--- config.mk ---
export PLATFORM = sky130hd
export DESIGN_NAME = mem_port_arbiter_flat
export DESIGN_NICKNAME = d
export VERILOG_FILES = /design/src/rtl/mem_port_arbiter_pkg.sv /design/src/rtl/mem_port_arbiter_if.sv /design/src/rtl/mem_port_arbiter_pick.sv /design/src/rtl/mem_port_arbiter.sv /design/src/flat_wrapper.sv
export SDC_FILE = /design/constraint.sdc
export NUM_CORES = 1
export LEC_CHECK = 0
export CAP_MARGIN = 20
export CELL_PAD_IN_SITES_DETAIL_PLACEMENT = 0
export CELL_PAD_IN_SITES_GLOBAL_PLACEMENT = 1
export CORE_AREA = 2 2 542 544
export CTS_BUF_LIST = sky130_fd_sc_hd__clkbuf_16
export CTS_CLUSTER_SIZE = 20
export DETAILED_ROUTE_END_ITERATION = 6
export DIE_AREA = 0 0 544 546
export GPL_ROUTABILITY_DRIVEN = 0
export PLACE_DENSITY_LB_ADDON = 0.1
export SLEW_MARGIN = 0
export SYNTH_ARGS = -nofsm -noshare
export SYNTH_HDL_FRONTEND = slang
export SYNTH_SLANG_ARGS = --single-unit
--- constraint.sdc ---
create_clock -name clk_i -period 4.6 [get_ports clk_i]
set_clock_uncertainty 0.1 [all_clocks]
set_input_delay 0.46 -clock clk_i [delete_from_list [all_inputs] [get_ports clk_i]]
set_output_delay 0.46 -clock clk_i [all_outputs]
set_load 0.1 [all_outputs]
--- src/rtl/mem_port_arbiter_pkg.sv ---
// Shared definitions for the cache-line memory port arbiter: FSM states,
// requester IDs and the line-offset helper.
package mem_port_arbiter_pkg;

  typedef enum logic [1:0] {
    ST_IDLE    = 2'd0,
    ST_GNT_I   = 2'd1,
    ST_GNT_D   = 2'd2,
    ST_RELEASE = 2'd3
  } arb_state_e;

  typedef enum logic {
    REQ_I = 1'b0,
    REQ_D = 1'b1
  } req_id_e;

  localparam int LINE_OFF_BITS = 5;

  // Number of byte-offset bits inside one cache line of clsize bits.
  function automatic int line_off_bits(input int clsize);
    return $clog2(clsize / 32'sd8);
  endfunction

endpackage

--- src/rtl/mem_port_arbiter_if.sv ---
// Memory-controller side bus of the arbiter: one line-sized request/ready
// handshake. master = arbiter, slave = memory controller.
interface mem_port_arbiter_if #(
  parameter int XLEN   = 32,
  parameter int CLSIZE = 256
);
  logic              m_strobe_o;
  logic              m_rw_o;
  logic [XLEN-1:0]   m_addr_o;
  logic [CLSIZE-1:0] m_data_o;
  logic              m_ready_i;
  logic [CLSIZE-1:0] m_data_i;

  modport master (
    output m_strobe_o, m_rw_o, m_addr_o, m_data_o,
    input  m_ready_i, m_data_i
  );

  modport slave (
    input  m_strobe_o, m_rw_o, m_addr_o, m_data_o,
    output m_ready_i, m_data_i
  );
endinterface

--- src/rtl/mem_port_arbiter_pick.sv ---
// Combinational tie-break between the I-cache and D-cache strobes; on a tie
// the requester named by the priority pointer wins.
module mem_arb_pick
  import mem_port_arbiter_pkg::*;
(
  input  logic    i_req,
  input  logic    d_req,
  input  req_id_e prio,
  output req_id_e winner,
  output logic    valid
);

  // Winner selection: a lone requester always wins, ties go to the pointer.
  always_comb begin
    winner = REQ_D;
    valid  = i_req | d_req;
    if (i_req && d_req) begin
      winner = prio;
    end else if (i_req) begin
      winner = REQ_I;
    end else begin
      winner = REQ_D;
    end
  end

endmodule

--- src/rtl/mem_port_arbiter.sv ---
// Arbitrates the single cache-line memory port between I-cache and D-cache.
// Define MEM_ARB_ROUND_ROBIN_EN for round-robin ties; default is D-cache priority.
module mem_port_arbiter
  import mem_port_arbiter_pkg::*;
#(
  parameter int XLEN   = 32,
  parameter int CLSIZE = 256
) (
  input  logic              clk_i,
  input  logic              rst_i,
  input  logic              i_strobe_i,
  input  logic [XLEN-1:0]   i_addr_i,
  output logic              i_ready_o,
  output logic [CLSIZE-1:0] i_data_o,
  input  logic              d_strobe_i,
  input  logic              d_rw_i,
  input  logic [XLEN-1:0]   d_addr_i,
  input  logic [CLSIZE-1:0] d_data_i,
  output logic              d_ready_o,
  output logic [CLSIZE-1:0] d_data_o,
  mem_port_arbiter_if.master mem
);

  localparam int              OFF_BITS  = line_off_bits(CLSIZE);
  localparam logic [XLEN-1:0] ADDR_MASK = {XLEN{1'b1}} << OFF_BITS;

  arb_state_e        state_r;
  logic              m_strobe_r;
  logic              m_rw_r;
  logic [XLEN-1:0]   m_addr_r;
  logic [CLSIZE-1:0] m_data_r;
  req_id_e           prio_s;
  req_id_e           pick_winner_s;
  logic              pick_valid_s;

`ifdef MEM_ARB_ROUND_ROBIN_EN
  req_id_e           prio_r;
  assign prio_s = prio_r;
`else
  assign prio_s = REQ_D;
`endif

  mem_arb_pick u_pick (
    .i_req  (i_strobe_i),
    .d_req  (d_strobe_i),
    .prio   (prio_s),
    .winner (pick_winner_s),
    .valid  (pick_valid_s)
  );

  // Transaction FSM with registered memory-side request.
  always_ff @(posedge clk_i) begin
    if (rst_i) begin
      state_r    <= ST_IDLE;
      m_strobe_r <= 1'b0;
      m_rw_r     <= 1'b0;
      m_addr_r   <= {XLEN{1'b0}};
      m_data_r   <= {CLSIZE{1'b0}};
`ifdef MEM_ARB_ROUND_ROBIN_EN
      prio_r     <= REQ_D;
`endif
    end else begin
      case (state_r)
        ST_IDLE: begin
          if (pick_valid_s) begin
            m_strobe_r <= 1'b1;
            if (pick_winner_s == REQ_D) begin
              m_rw_r   <= d_rw_i;
              m_addr_r <= d_addr_i & ADDR_MASK;
              m_data_r <= d_data_i;
              state_r  <= ST_GNT_D;
            end else begin
              m_rw_r   <= 1'b0;
              m_addr_r <= i_addr_i & ADDR_MASK;
              m_data_r <= {CLSIZE{1'b0}};
              state_r  <= ST_GNT_I;
            end
`ifdef MEM_ARB_ROUND_ROBIN_EN
            prio_r <= (pick_winner_s == REQ_D) ? REQ_I : REQ_D;
`endif
          end
        end
        ST_GNT_I, ST_GNT_D: begin
          if (mem.m_ready_i) begin
            m_strobe_r <= 1'b0;
            state_r    <= ST_RELEASE;
          end
        end
        // Strobes are ignored here: requesters may still show a stale 1.
        ST_RELEASE: state_r <= ST_IDLE;
        default:    state_r <= ST_IDLE;
      endcase
    end
  end

  assign mem.m_strobe_o = m_strobe_r;
  assign mem.m_rw_o     = m_rw_r;
  assign mem.m_addr_o   = m_addr_r;
  assign mem.m_data_o   = m_data_r;

  assign i_ready_o = mem.m_ready_i & (state_r == ST_GNT_I);
  assign d_ready_o = mem.m_ready_i & (state_r == ST_GNT_D);
  assign i_data_o  = mem.m_data_i;
  assign d_data_o  = mem.m_data_i;

endmodule

--- src/flat_wrapper.sv ---
// flat-port wrapper written by rule: the top's interface ports become plain ports
module mem_port_arbiter_flat import mem_port_arbiter_pkg::*;
#(
  parameter int XLEN   = 32,
  parameter int CLSIZE = 256
)
  (clk_i, rst_i, i_strobe_i, i_addr_i, i_ready_o, i_data_o, d_strobe_i, d_rw_i, d_addr_i, d_data_i, d_ready_o, d_data_o, mem_m_strobe_o, mem_m_rw_o, mem_m_addr_o, mem_m_data_o, mem_m_ready_i, mem_m_data_i);
  mem_port_arbiter_if #(.XLEN(XLEN), .CLSIZE(CLSIZE)) mem_i ();
  input  logic clk_i;
  input  logic rst_i;
  input  logic i_strobe_i;
  input  logic [XLEN-1:0] i_addr_i;
  output logic i_ready_o;
  output logic [CLSIZE-1:0] i_data_o;
  input  logic d_strobe_i;
  input  logic d_rw_i;
  input  logic [XLEN-1:0] d_addr_i;
  input  logic [CLSIZE-1:0] d_data_i;
  output logic d_ready_o;
  output logic [CLSIZE-1:0] d_data_o;
  output wire logic [$bits(mem_i.m_strobe_o)-1:0] mem_m_strobe_o;
  output wire logic [$bits(mem_i.m_rw_o)-1:0] mem_m_rw_o;
  output wire logic [$bits(mem_i.m_addr_o)-1:0] mem_m_addr_o;
  output wire logic [$bits(mem_i.m_data_o)-1:0] mem_m_data_o;
  input wire logic [$bits(mem_i.m_ready_i)-1:0] mem_m_ready_i;
  input wire logic [$bits(mem_i.m_data_i)-1:0] mem_m_data_i;
  assign mem_m_strobe_o = mem_i.m_strobe_o;
  assign mem_m_rw_o = mem_i.m_rw_o;
  assign mem_m_addr_o = mem_i.m_addr_o;
  assign mem_m_data_o = mem_i.m_data_o;
  assign mem_i.m_ready_i = mem_m_ready_i;
  assign mem_i.m_data_i = mem_m_data_i;
  mem_port_arbiter #(.XLEN(XLEN), .CLSIZE(CLSIZE)) u_core (.clk_i(clk_i), .rst_i(rst_i), .i_strobe_i(i_strobe_i), .i_addr_i(i_addr_i), .i_ready_o(i_ready_o), .i_data_o(i_data_o), .d_strobe_i(d_strobe_i), .d_rw_i(d_rw_i), .d_addr_i(d_addr_i), .d_data_i(d_data_i), .d_ready_o(d_ready_o), .d_data_o(d_data_o), .mem(mem_i));
endmodule
==> Word-level counts from Yosys, hierarchy flattened <==
Index checks and enable logic that the tools add are counted.
{ "totals": {"ff_bits": 292, "in_bits": 582, "output_inout_bits": 804, "elab_cells": 32} }
{ "op_classes": {"n_eq_ne": 5, "mux": 12, "bitwise": 3, "reduce_logical": 7} }
{ "ops": {"columns": ["cell", "count"], "rows": [
  ["$mux W256", 1],
  ["$mux W32", 1],
  ["$mux W2", 3],
  ["$pmux W2 S3", 1],
  ["$mux W1", 5],
  ["$eq A2 B2 Y1 const B", 2],
  ["$reduce_and A2 Y1", 2],
  ["$reduce_and A3 Y1", 1],
  ["$and A1 B1 Y1", 2],
  ["$eq A2 B1 Y1 const B", 1],
  ["$logic_not A2 Y1", 1],
  ["$ne A2 B1 Y1 const B", 1],
  ["$ne A2 B2 Y1 const B", 1],
  ["$pmux W1 S2", 1],
  ["$reduce_bool A2 Y1", 1],
  ["$reduce_or A2 Y1", 1],
  ["$logic_and A1 B1 Y1", 1],
  ["$or A1 B1 Y1", 1]
]} }

==> Depth between registers and ports, before layout <==
Gate-level depths: netlist (run 1).
{ "logic_depth": {"word_depth": 5, "mapped_depth": 8, "depth_no_buf": 5} }

==> By module <==
From an unflattened synthesis (run 1), not the netlist that was laid out.
{ "hier_totals": {"hier_cells": 1813, "hier_area_um2": 14625.3} }
{ "by_module_without_submodules": {"columns": ["module", "n_inst", "cells_per_inst", "area_per_inst_um2", "seq_area_each_um2"], "rows": [
  ["mem_port_arbiter", 1, 1811, 14609.0, 5745.5],
  ["mem_arb_pick", 1, 2, 16.3, 0.0]
]} }

==> Worst setup path before layout (run 1) <==
Ideal clock, no wire load.
{ "synth_timing": {"path_type": "flip-flop to output port", "startpoint": "register u_core.state_r[0]", "endpoint": "output port d_ready_o", "arrival_ns": 1.263, "required_ns": 4.040, "slack_ns": 2.777, "stages_incl_launch_ff": 4, "path_buffers": 0, "path_cell_list": "dfxtp_1 > inv_1 > ha_1 > and2_1"} }
{ "synth_between": {"elab_chain_cells": 2} }
{ "synth_lines": {"columns": ["item", "line", "text"], "rows": [
  ["start, declared", "mem_port_arbiter.sv:27", "arb_state_e state_r;"],
  ["start signal, assigned", "mem_port_arbiter.sv:54", "state_r <= ST_IDLE;"],
  ["start signal, assigned", "mem_port_arbiter.sv:71", "state_r <= ST_GNT_D;"],
  ["start signal, assigned", "mem_port_arbiter.sv:76", "state_r <= ST_GNT_I;"],
  ["$eq A2 B2 Y1", "mem_port_arbiter.sv:102", "assign d_ready_o = mem.m_ready_i & (state_r == ST_GNT_D);"],
  ["$and A1 B1 Y1", "mem_port_arbiter.sv:102", null],
  ["end, declared", "flat_wrapper.sv:19", "output logic d_ready_o;"]
]} }
No other way between the ends.

==> Final worst setup path (run 1) <==
Ends and elaborated chain as after synthesis.

==> reports/metrics.json, run 1 <==
{
  "die_width": {"value": 544, "unit": "um"},
  "power.sequential.fraction": {"value": 0.238},
  "p_leak": {"value": 6.78, "unit": "nW"},
  "number_of_global_route_vias_before_repair": {"value": 11634},
  "criticalPathCategory": {"value": "flip-flop to output port"},
  "largest_net_degree_at_the_start_of_global_routing": {"value": 103},
  "final-hold-violation-count": {"value": 0},
  "final_number_of_setup_violating_endpoints": {"value": 0},
  "layout.core_utilization": {"value": 0.0764},
  "nets": {"value": 2181},
  "share_clk_of_total_power": {"value": 0.263},
  "finalWirelength": {"value": 96.1, "unit": "mm"},
  "ys_ff_latch": {"value": 287},
  "netSwitchingFraction": {"value": 0.509},
  "total_switching_power": {"value": 6.92, "unit": "mW"},
  "routed_wire_length_per_instance": {"value": 17.3, "unit": "um"},
  "timing.max_cap.violations": {"value": 0},
  "synthDistinctLibCells": {"value": 25},
  "hold-worst-slack": {"value": 0.153, "unit": "ns"},
  "maximum_clock_insertion_buffer_count": {"value": 3},
  "max_clock_freq": {"value": 0.308, "unit": "GHz"},
  "power_report.internal_total": {"value": 6.67, "unit": "mW"},
  "synthDominantCellAreaShare": {"value": 0.413},
  "cts.hold.buffers_added": {"value": 0},
  "dieHeight": {"value": 546, "unit": "um"},
  "synthCells": {"value": 1523},
  "cts.clk_slew.worst_paths": {"value": 0.06, "unit": "ns"},
  "row_count": {"value": 199},
  "most-common-layout-cells": {"value": "sky130_fd_sc_hd__clkdlybuf4s50_1, sky130_fd_sc_hd__dfxtp_1, sky130_fd_sc_hd__nor2_1"},
  "fillerInstances": {"value": 34028},
  "postSynthAreaPerCell": {"value": 9.13, "unit": "sq um"},
  "ant_nets": {"value": 0},
  "ir_drop": {"value": 0.000283, "unit": "V"},
  "first_iter_violations": {"value": 440},
  "cts_resized": {"value": 0},
  "root_buffer": {"value": "sky130_fd_sc_hd__clkbuf_16"},
  "vias": {"value": 10923},
  "placement.setup.worst_slack": {"value": 1.61, "unit": "ns"},
  "synthesis.yosys.warnings": {"value": 0},
  "cts_inserted_buffers": {"value": 48},
  "area_grow_syn2layout": {"value": 60.4, "unit": "%"},
  "cts-htree-levels": {"value": 2},
  "initial_core_utilization": {"value": 0.0476},
  "holdCritStartpoint": {"value": "rst_i"},
  "insertion_delay_to_the_later_sink_of_the_worst_skew_pair": {"value": 0.65, "unit": "ns"},
  "sequential_cell_area_fraction_in_the_yosys_report": {"value": 0.413},
  "multiInputGateArea": {"value": 0.00369, "unit": "sq mm"},
  "synth.cell_area": {"value": 0.0139, "unit": "sq mm"},
  "drc_errors": {"value": 0},
  "post_cts_buffers": {"value": 0},
  "setup_repair_after_global_routing_missed_its_margin": {"value": "false"},
  "critPathMaxFanout": {"value": 3},
  "synth_top_cell_by_area": {"value": "sky130_fd_sc_hd__dfxtp_1"},
  "hpwlAfterDp": {"value": 76.4, "unit": "mm"},
  "netlist_top_cells_area": {"value": "sky130_fd_sc_hd__dfxtp_1, sky130_fd_sc_hd__buf_4, sky130_fd_sc_hd__a22oi_1"},
  "hold_end": {"value": "u_core.mem.m_data_o[219]$_SDFFE_PP0P_"},
  "sort_of_element_at_the_end_of_the_critical_path": {"value": "output port"},
  "fin_crit": {"value": 3.24, "unit": "ns"},
  "clock_sink_count": {"value": 287},
  "crit-reg2reg-launch": {"value": "u_core.state_r[0]$_SDFFE_PP0P_"},
  "worstMarginPinSlew": {"value": 1.19, "unit": "ns"},
  "remaining_max_slew_budget_at_the_tightest_pin": {"value": 0.207},
  "regToRegSetupSlack": {"value": 2.30, "unit": "ns"},
  "cp_data_required_time": {"value": 4.04, "unit": "ns"},
  "critPathLaunchType": {"value": "flip-flop"},
  "tritoncts": {"value": "done"},
  "die_area": {"value": 0.297, "unit": "sq mm"},
  "cp.arrival": {"value": 2.68, "unit": "ns"},
  "combPwrFrac": {"value": 0.499},
  "setup_ws": {"value": 1.36, "unit": "ns"},
  "grt_usage": {"value": 0.0624},
  "crit_path_top_delay_cell": {"value": "sky130_fd_sc_hd__clkdlybuf4s50_1"},
  "worstRegToRegCells": {"value": 7},
  "finalPower": {"value": 13.6, "unit": "mW"},
  "min_path_type": {"value": "primary input to flip-flop"},
  "outcome": {"value": "completed"},
  "drive_above_1_share": {"value": 0.0698},
  "portBuffers": {"value": 602},
  "timing.final.crit_share": {"value": 0.705},
  "grt_first_pass_wirelength": {"value": 123, "unit": "mm"},
  "boundary_pin_count": {"value": 1386},
  "grt.overflow.total": {"value": 0},
  "sequential_cell_area": {"value": 0.00575, "unit": "sq mm"},
  "detail_route.vias_per_cell": {"value": 1.96},
  "crit_chain": {"value": "inv_1, ha_1, and2_1, clkdlybuf4s50_1"},
  "grt_antenna_before_repair": {"value": 53},
  "design.core.area": {"value": 0.292, "unit": "sq mm"},
  "final_max_slew_viol_count": {"value": 0},
  "powerDensity": {"value": 609, "unit": "mW/mm^2"},
  "drt_pre_antenna_iters": {"value": 6},
  "setup_tns": {"value": 0, "unit": "ns"},
  "layout_commonest_cell": {"value": "sky130_fd_sc_hd__clkdlybuf4s50_1"},
  "crit_path_max_incr_delay": {"value": 1.25, "unit": "ns"},
  "worstReg2RegEnd": {"value": "u_core.mem.m_data_o[86]$_SDFFE_PP0P_"},
  "worstHoldPathCells": {"value": 2}
}
cell families after synthesis:
kind of cell / share of synthesized area
other cells: 0.000270
mux: 0.0201
fa+ha+maj: 0.00360
compound gates: 0.158
buf+inv: 0.324
flops: 0.413
simple gates: 0.0809
how the worst max path moves through the flow:
| stage | from | to | slack, ns | cells after the start |
|---|---|---|---|---|
| floorplan | u_core.state_r[0]$_SDFFE_PP0P_ | d_ready_o | 2.78 | 3 |
| global placement | mem_m_ready_i | d_ready_o | 1.59 | 3 |
| detailed placement | mem_m_ready_i | d_ready_o | 1.61 | 3 |
| CTS | u_core.state_r[0]$_SDFFE_PP0P_ | d_ready_o | 1.25 | 4 |
| global route | u_core.state_r[0]$_SDFFE_PP0P_ | d_ready_o | 1.19 | 4 |
| finish | u_core.state_r[0]$_SDFFE_PP0P_ | d_ready_o | 1.36 | 4 |
critical path, delay by kind of cell (launching register included):
| family | cells | cell delay (ns) |
|---|---|---|
| and+or+nand+nor | 1 | 0.15 |
| buffers and inverters | 2 | 1.35 |
| adders and majority gates | 1 | 0.20 |
| DFF | 1 | 0.33 |
state kept, by name, indices dropped and copies added, names as in the netlist:
name	flops
u_core.mem.m_addr_o	27
u_core.mem.m_rw_o	1
u_core.mem.m_strobe_o	1
u_core.state_r	2
u_core.mem.m_data_o	256
area by class of cell:
type,instances,share of cell area
inverter,2,0.000336
antenna,11,0.00123
tap,3919,0.220
sequential,287,0.258
timing repair buffer,633,0.289
clock inverter,41,0.0133
clock buffer,48,0.0538
multi-input combinational,623,0.165
power by group through the flow:
stage | logic (mW) | clock network, mW | registers (mW)
after floorplan | 3.67 | 0 | 6.47
after global placement | 6.89 | 0 | 3.28
after detailed placement | 6.92 | 0 | 3.27
after CTS | 6.94 | 3.89 | 3.24
after global routing | 7.15 | 3.94 | 3.30
final | 6.78 | 3.58 | 3.23
metal layers:
metal  vias up  routed length, um  track usage
met4        74               5190       0.0330
met5         -                444            0
li1       4804                  -            -
met2       784              44800        0.103
met3       315              16600       0.0495
met1      4946              29100       0.0537
cells in the mapped netlist (all sizes together):
| cell type | number |
|---|---|
| a211oi | 29 |
| a21oi | 2 |
| a22oi | 257 |
| a2bb2oi | 1 |
| a311oi | 1 |
| a31o | 1 |
| and2 | 3 |
| buf | 579 |
| clkbuf | 36 |
| conb | 1 |
| dfxtp | 287 |
| ha | 4 |
| inv | 2 |
| mux2i | 28 |
| nand2 | 1 |
| nand2b | 1 |
| nor2 | 285 |
| nor2b | 1 |
| nor3 | 1 |
| o21a | 1 |
| o21ai | 1 |
| or3b | 1 |
stage by stage:
step                      area [sq um]  instances
after floorplan                  13900       1527
after global placement           20600       5455
after detailed placement         20800       5464
after CTS                        22300       5553
after global routing             22300       5554
final                            22300       5564
Power figures use the tool's default switching activity.
==> run 2, diff against run 1 <==
CORE_AREA = 2 2 536 538   (was 2 2 542 544)
DIE_AREA = 0 0 538 540   (was 0 0 544 546)
clock period = 2.8 ns   (was 4.6 ns; I/O delays follow)
==> reports/metrics.json, run 2 (synthesis gave the netlist of run 1 again) <==
{
  "regToRegSetupSlack": {"value": 0.70, "unit": "ns"},
  "routed_wire_length_per_instance": {"value": 16.6, "unit": "um"},
  "most-common-layout-cells": {"value": "sky130_fd_sc_hd__clkdlybuf4s50_1, sky130_fd_sc_hd__buf_4, sky130_fd_sc_hd__dfxtp_1"},
  "drt_pre_antenna_iters": {"value": 4},
  "final_max_slew_viol_count": {"value": 0},
  "boundary_pin_count": {"value": 1386},
  "setup_ws": {"value": 0.701, "unit": "ns"},
  "crit_chain": {"value": "inv_1, ha_1, and2_4, buf_12, buf_4, a22oi_1, nor2_1"},
  "worstPathBufferInverterCount": {"value": 3},
  "critPathMaxFanout": {"value": 36},
  "grt_use_met1": {"value": 0.0531},
  "ir_drop": {"value": 0.000499, "unit": "V"},
  "post_cts_buffers": {"value": 0},
  "cp_data_required_time": {"value": 3.26, "unit": "ns"},
  "layer_with_the_highest_usage": {"value": "met2"},
  "timing.max_cap.violations": {"value": 0},
  "cts_inserted_buffers": {"value": 47},
  "row_count": {"value": 196},
  "sort_of_element_at_the_end_of_the_critical_path": {"value": "flip-flop"},
  "remaining_max_slew_budget_at_the_tightest_pin": {"value": 0.429},
  "setup.worst_path.start": {"value": "u_core.state_r[0]$_SDFFE_PP0P_"},
  "grt.met2_usage": {"value": 0.0944},
  "worstReg2RegEnd": {"value": "u_core.mem.m_data_o[167]$_SDFFE_PP0P_"},
  "hold-worst-slack": {"value": 0.194, "unit": "ns"},
  "final-hold-violation-count": {"value": 0},
  "grt.overflow.total": {"value": 0},
  "setup_tns": {"value": 0, "unit": "ns"},
  "cts.clk_slew.worst_paths": {"value": 0.05, "unit": "ns"},
  "crit-reg2reg-launch": {"value": "u_core.state_r[0]$_SDFFE_PP0P_"},
  "fin_crit": {"value": 2.10, "unit": "ns"},
  "crit_path_top_delay_cell": {"value": "sky130_fd_sc_hd__buf_4"},
  "p_leak": {"value": 7.28, "unit": "nW"},
  "critPathLaunchType": {"value": "flip-flop"},
  "first_iter_violations": {"value": 502},
  "place_inst": {"value": 5318},
  "root_buffer": {"value": "sky130_fd_sc_hd__clkbuf_16"},
  "global_route.usage.met3": {"value": 0.0443},
  "powerDensity": {"value": 1010, "unit": "mW/mm^2"},
  "crit_path_max_incr_delay": {"value": 0.44, "unit": "ns"},
  "nets": {"value": 2192},
  "initial_core_utilization": {"value": 0.0489},
  "layout.core_utilization": {"value": 0.0750},
  "cts_resized": {"value": 0},
  "clock_sink_count": {"value": 287},
  "ant_nets": {"value": 0},
  "design.core.area": {"value": 0.284, "unit": "sq mm"},
  "critical_path_depth": {"value": 7},
  "cp.arrival": {"value": 2.56, "unit": "ns"},
  "crit_family": {"value": "buffers and inverters"},
  "setup_repair_after_global_routing_missed_its_margin": {"value": "false"},
  "insertion_delay_to_the_later_sink_of_the_worst_skew_pair": {"value": 0.62, "unit": "ns"},
  "placement.setup.worst_slack": {"value": 0.415, "unit": "ns"},
  "max_clock_freq": {"value": 0.477, "unit": "GHz"},
  "worstMarginPinSlew": {"value": 0.856, "unit": "ns"},
  "largest_net_degree_at_the_start_of_global_routing": {"value": 83},
  "hpwlAfterDp": {"value": 72.2, "unit": "mm"},
  "tritoncts": {"value": "done"},
  "drc_errors": {"value": 0},
  "cts-htree-levels": {"value": 2},
  "worstRegToRegCells": {"value": 7},
  "area_grow_syn2layout": {"value": 53.4, "unit": "%"},
  "grt_first_pass_wirelength": {"value": 114, "unit": "mm"},
  "maximum_clock_insertion_buffer_count": {"value": 3},
  "timing.final.crit_share": {"value": 0.749},
  "largest_reg_flops": {"value": 256},
  "final_number_of_setup_violating_endpoints": {"value": 0},
  "min_path_type": {"value": "primary input to flip-flop"},
  "dieHeight": {"value": 540, "unit": "um"},
  "finalWirelength": {"value": 89.6, "unit": "mm"},
  "outcome": {"value": "completed"},
  "die_area": {"value": 0.291, "unit": "sq mm"},
  "endpoint_of_the_most_critical_setup_path": {"value": "u_core.mem.m_data_o[167]$_SDFFE_PP0P_"},
  "portBuffers": {"value": 602},
  "vias": {"value": 10770},
  "drive_above_1_share": {"value": 0.240},
  "detail_route.vias_per_cell": {"value": 1.99},
  "die_width": {"value": 538, "unit": "um"},
  "criticalPathCategory": {"value": "flip-flop to flip-flop"},
  "number_of_global_route_vias_before_repair": {"value": 11479},
  "fillerInstances": {"value": 33236},
  "grt_usage": {"value": 0.0587},
  "finish.cell_count_without_fillers": {"value": 5402},
  "cts.hold.buffers_added": {"value": 1},
  "grt_antenna_before_repair": {"value": 41}
}
-- run 2: area by class of cell --
type	instances	area, sq um	share of cell area
repair buffers	645	5830	0.273
flip-flops and latches	287	5750	0.269
well taps	3762	4710	0.221
multi-input cells	623	3690	0.173
clock buffers	49	1230	0.0575
clock inverters	30	129	0.00604
diodes	4	10.0	0.000469
inverters	2	7.51	0.000352
-- run 2: worst reg2reg max path: stages (launching register included) --
cell and delay [ns]:
sky130_fd_sc_hd__dfxtp_1 0.33, sky130_fd_sc_hd__inv_1 0.11, sky130_fd_sc_hd__ha_1 0.28, sky130_fd_sc_hd__and2_4 0.23, sky130_fd_sc_hd__buf_12 0.19, sky130_fd_sc_hd__buf_4 0.48, sky130_fd_sc_hd__a22oi_1 0.20, sky130_fd_sc_hd__nor2_1 0.11
-- run 2: how the worst min path moves through the flow --
stage / startpoint / to / slack (ns) / depth (start not counted)
finish: d_data_i[194] / u_core.mem.m_data_o[194]$_SDFFE_PP0P_ / 0.19 / 3
global route: d_data_i[169] / u_core.mem.m_data_o[169]$_SDFFE_PP0P_ / 0.14 / 3
CTS: d_data_i[236] / u_core.mem.m_data_o[236]$_SDFFE_PP0P_ / 0.08 / 3
detailed placement: u_core.mem.m_data_o[93]$_SDFFE_PP0P_ / u_core.mem.m_data_o[93]$_SDFFE_PP0P_ / 0.39 / 2
global placement: u_core.mem.m_data_o[20]$_SDFFE_PP0P_ / u_core.mem.m_data_o[20]$_SDFFE_PP0P_ / 0.39 / 2
floorplan: mem_m_ready_i / u_core.mem.m_strobe_o$_SDFFE_PP0P_ / 0.30 / 1
-- run 2: report_power, final --
| part | total (mW) | internal (mW) | switching [mW] |
|---|---|---|---|
| Combinational | 10.9 | 2.54 | 8.39 |
| Sequential | 5.31 | 4.86 | 0.450 |
| Clock | 5.40 | 3.10 | 2.30 |
| Total | 21.6 | 10.5 | 11.1 |
-- run 2: metrics by stage --
stage               cell area [sq um]  total power, mW
floorplan                       13900             16.7
global placement                20000             16.6
detailed placement              20000             16.5
CTS                             21300             22.3
global route                    21300             22.8
finish                          21300             21.6
-- run 2: routing by layer --
metal  wire length [um]  part of all wire  vias to the layer above
met5                520            0.0058                        -
met4               4680             0.052                       72
met3              14900              0.17                      346
met2              40900              0.46                      746
met1              28600              0.32                     4821
li1                   -                 -                     4785
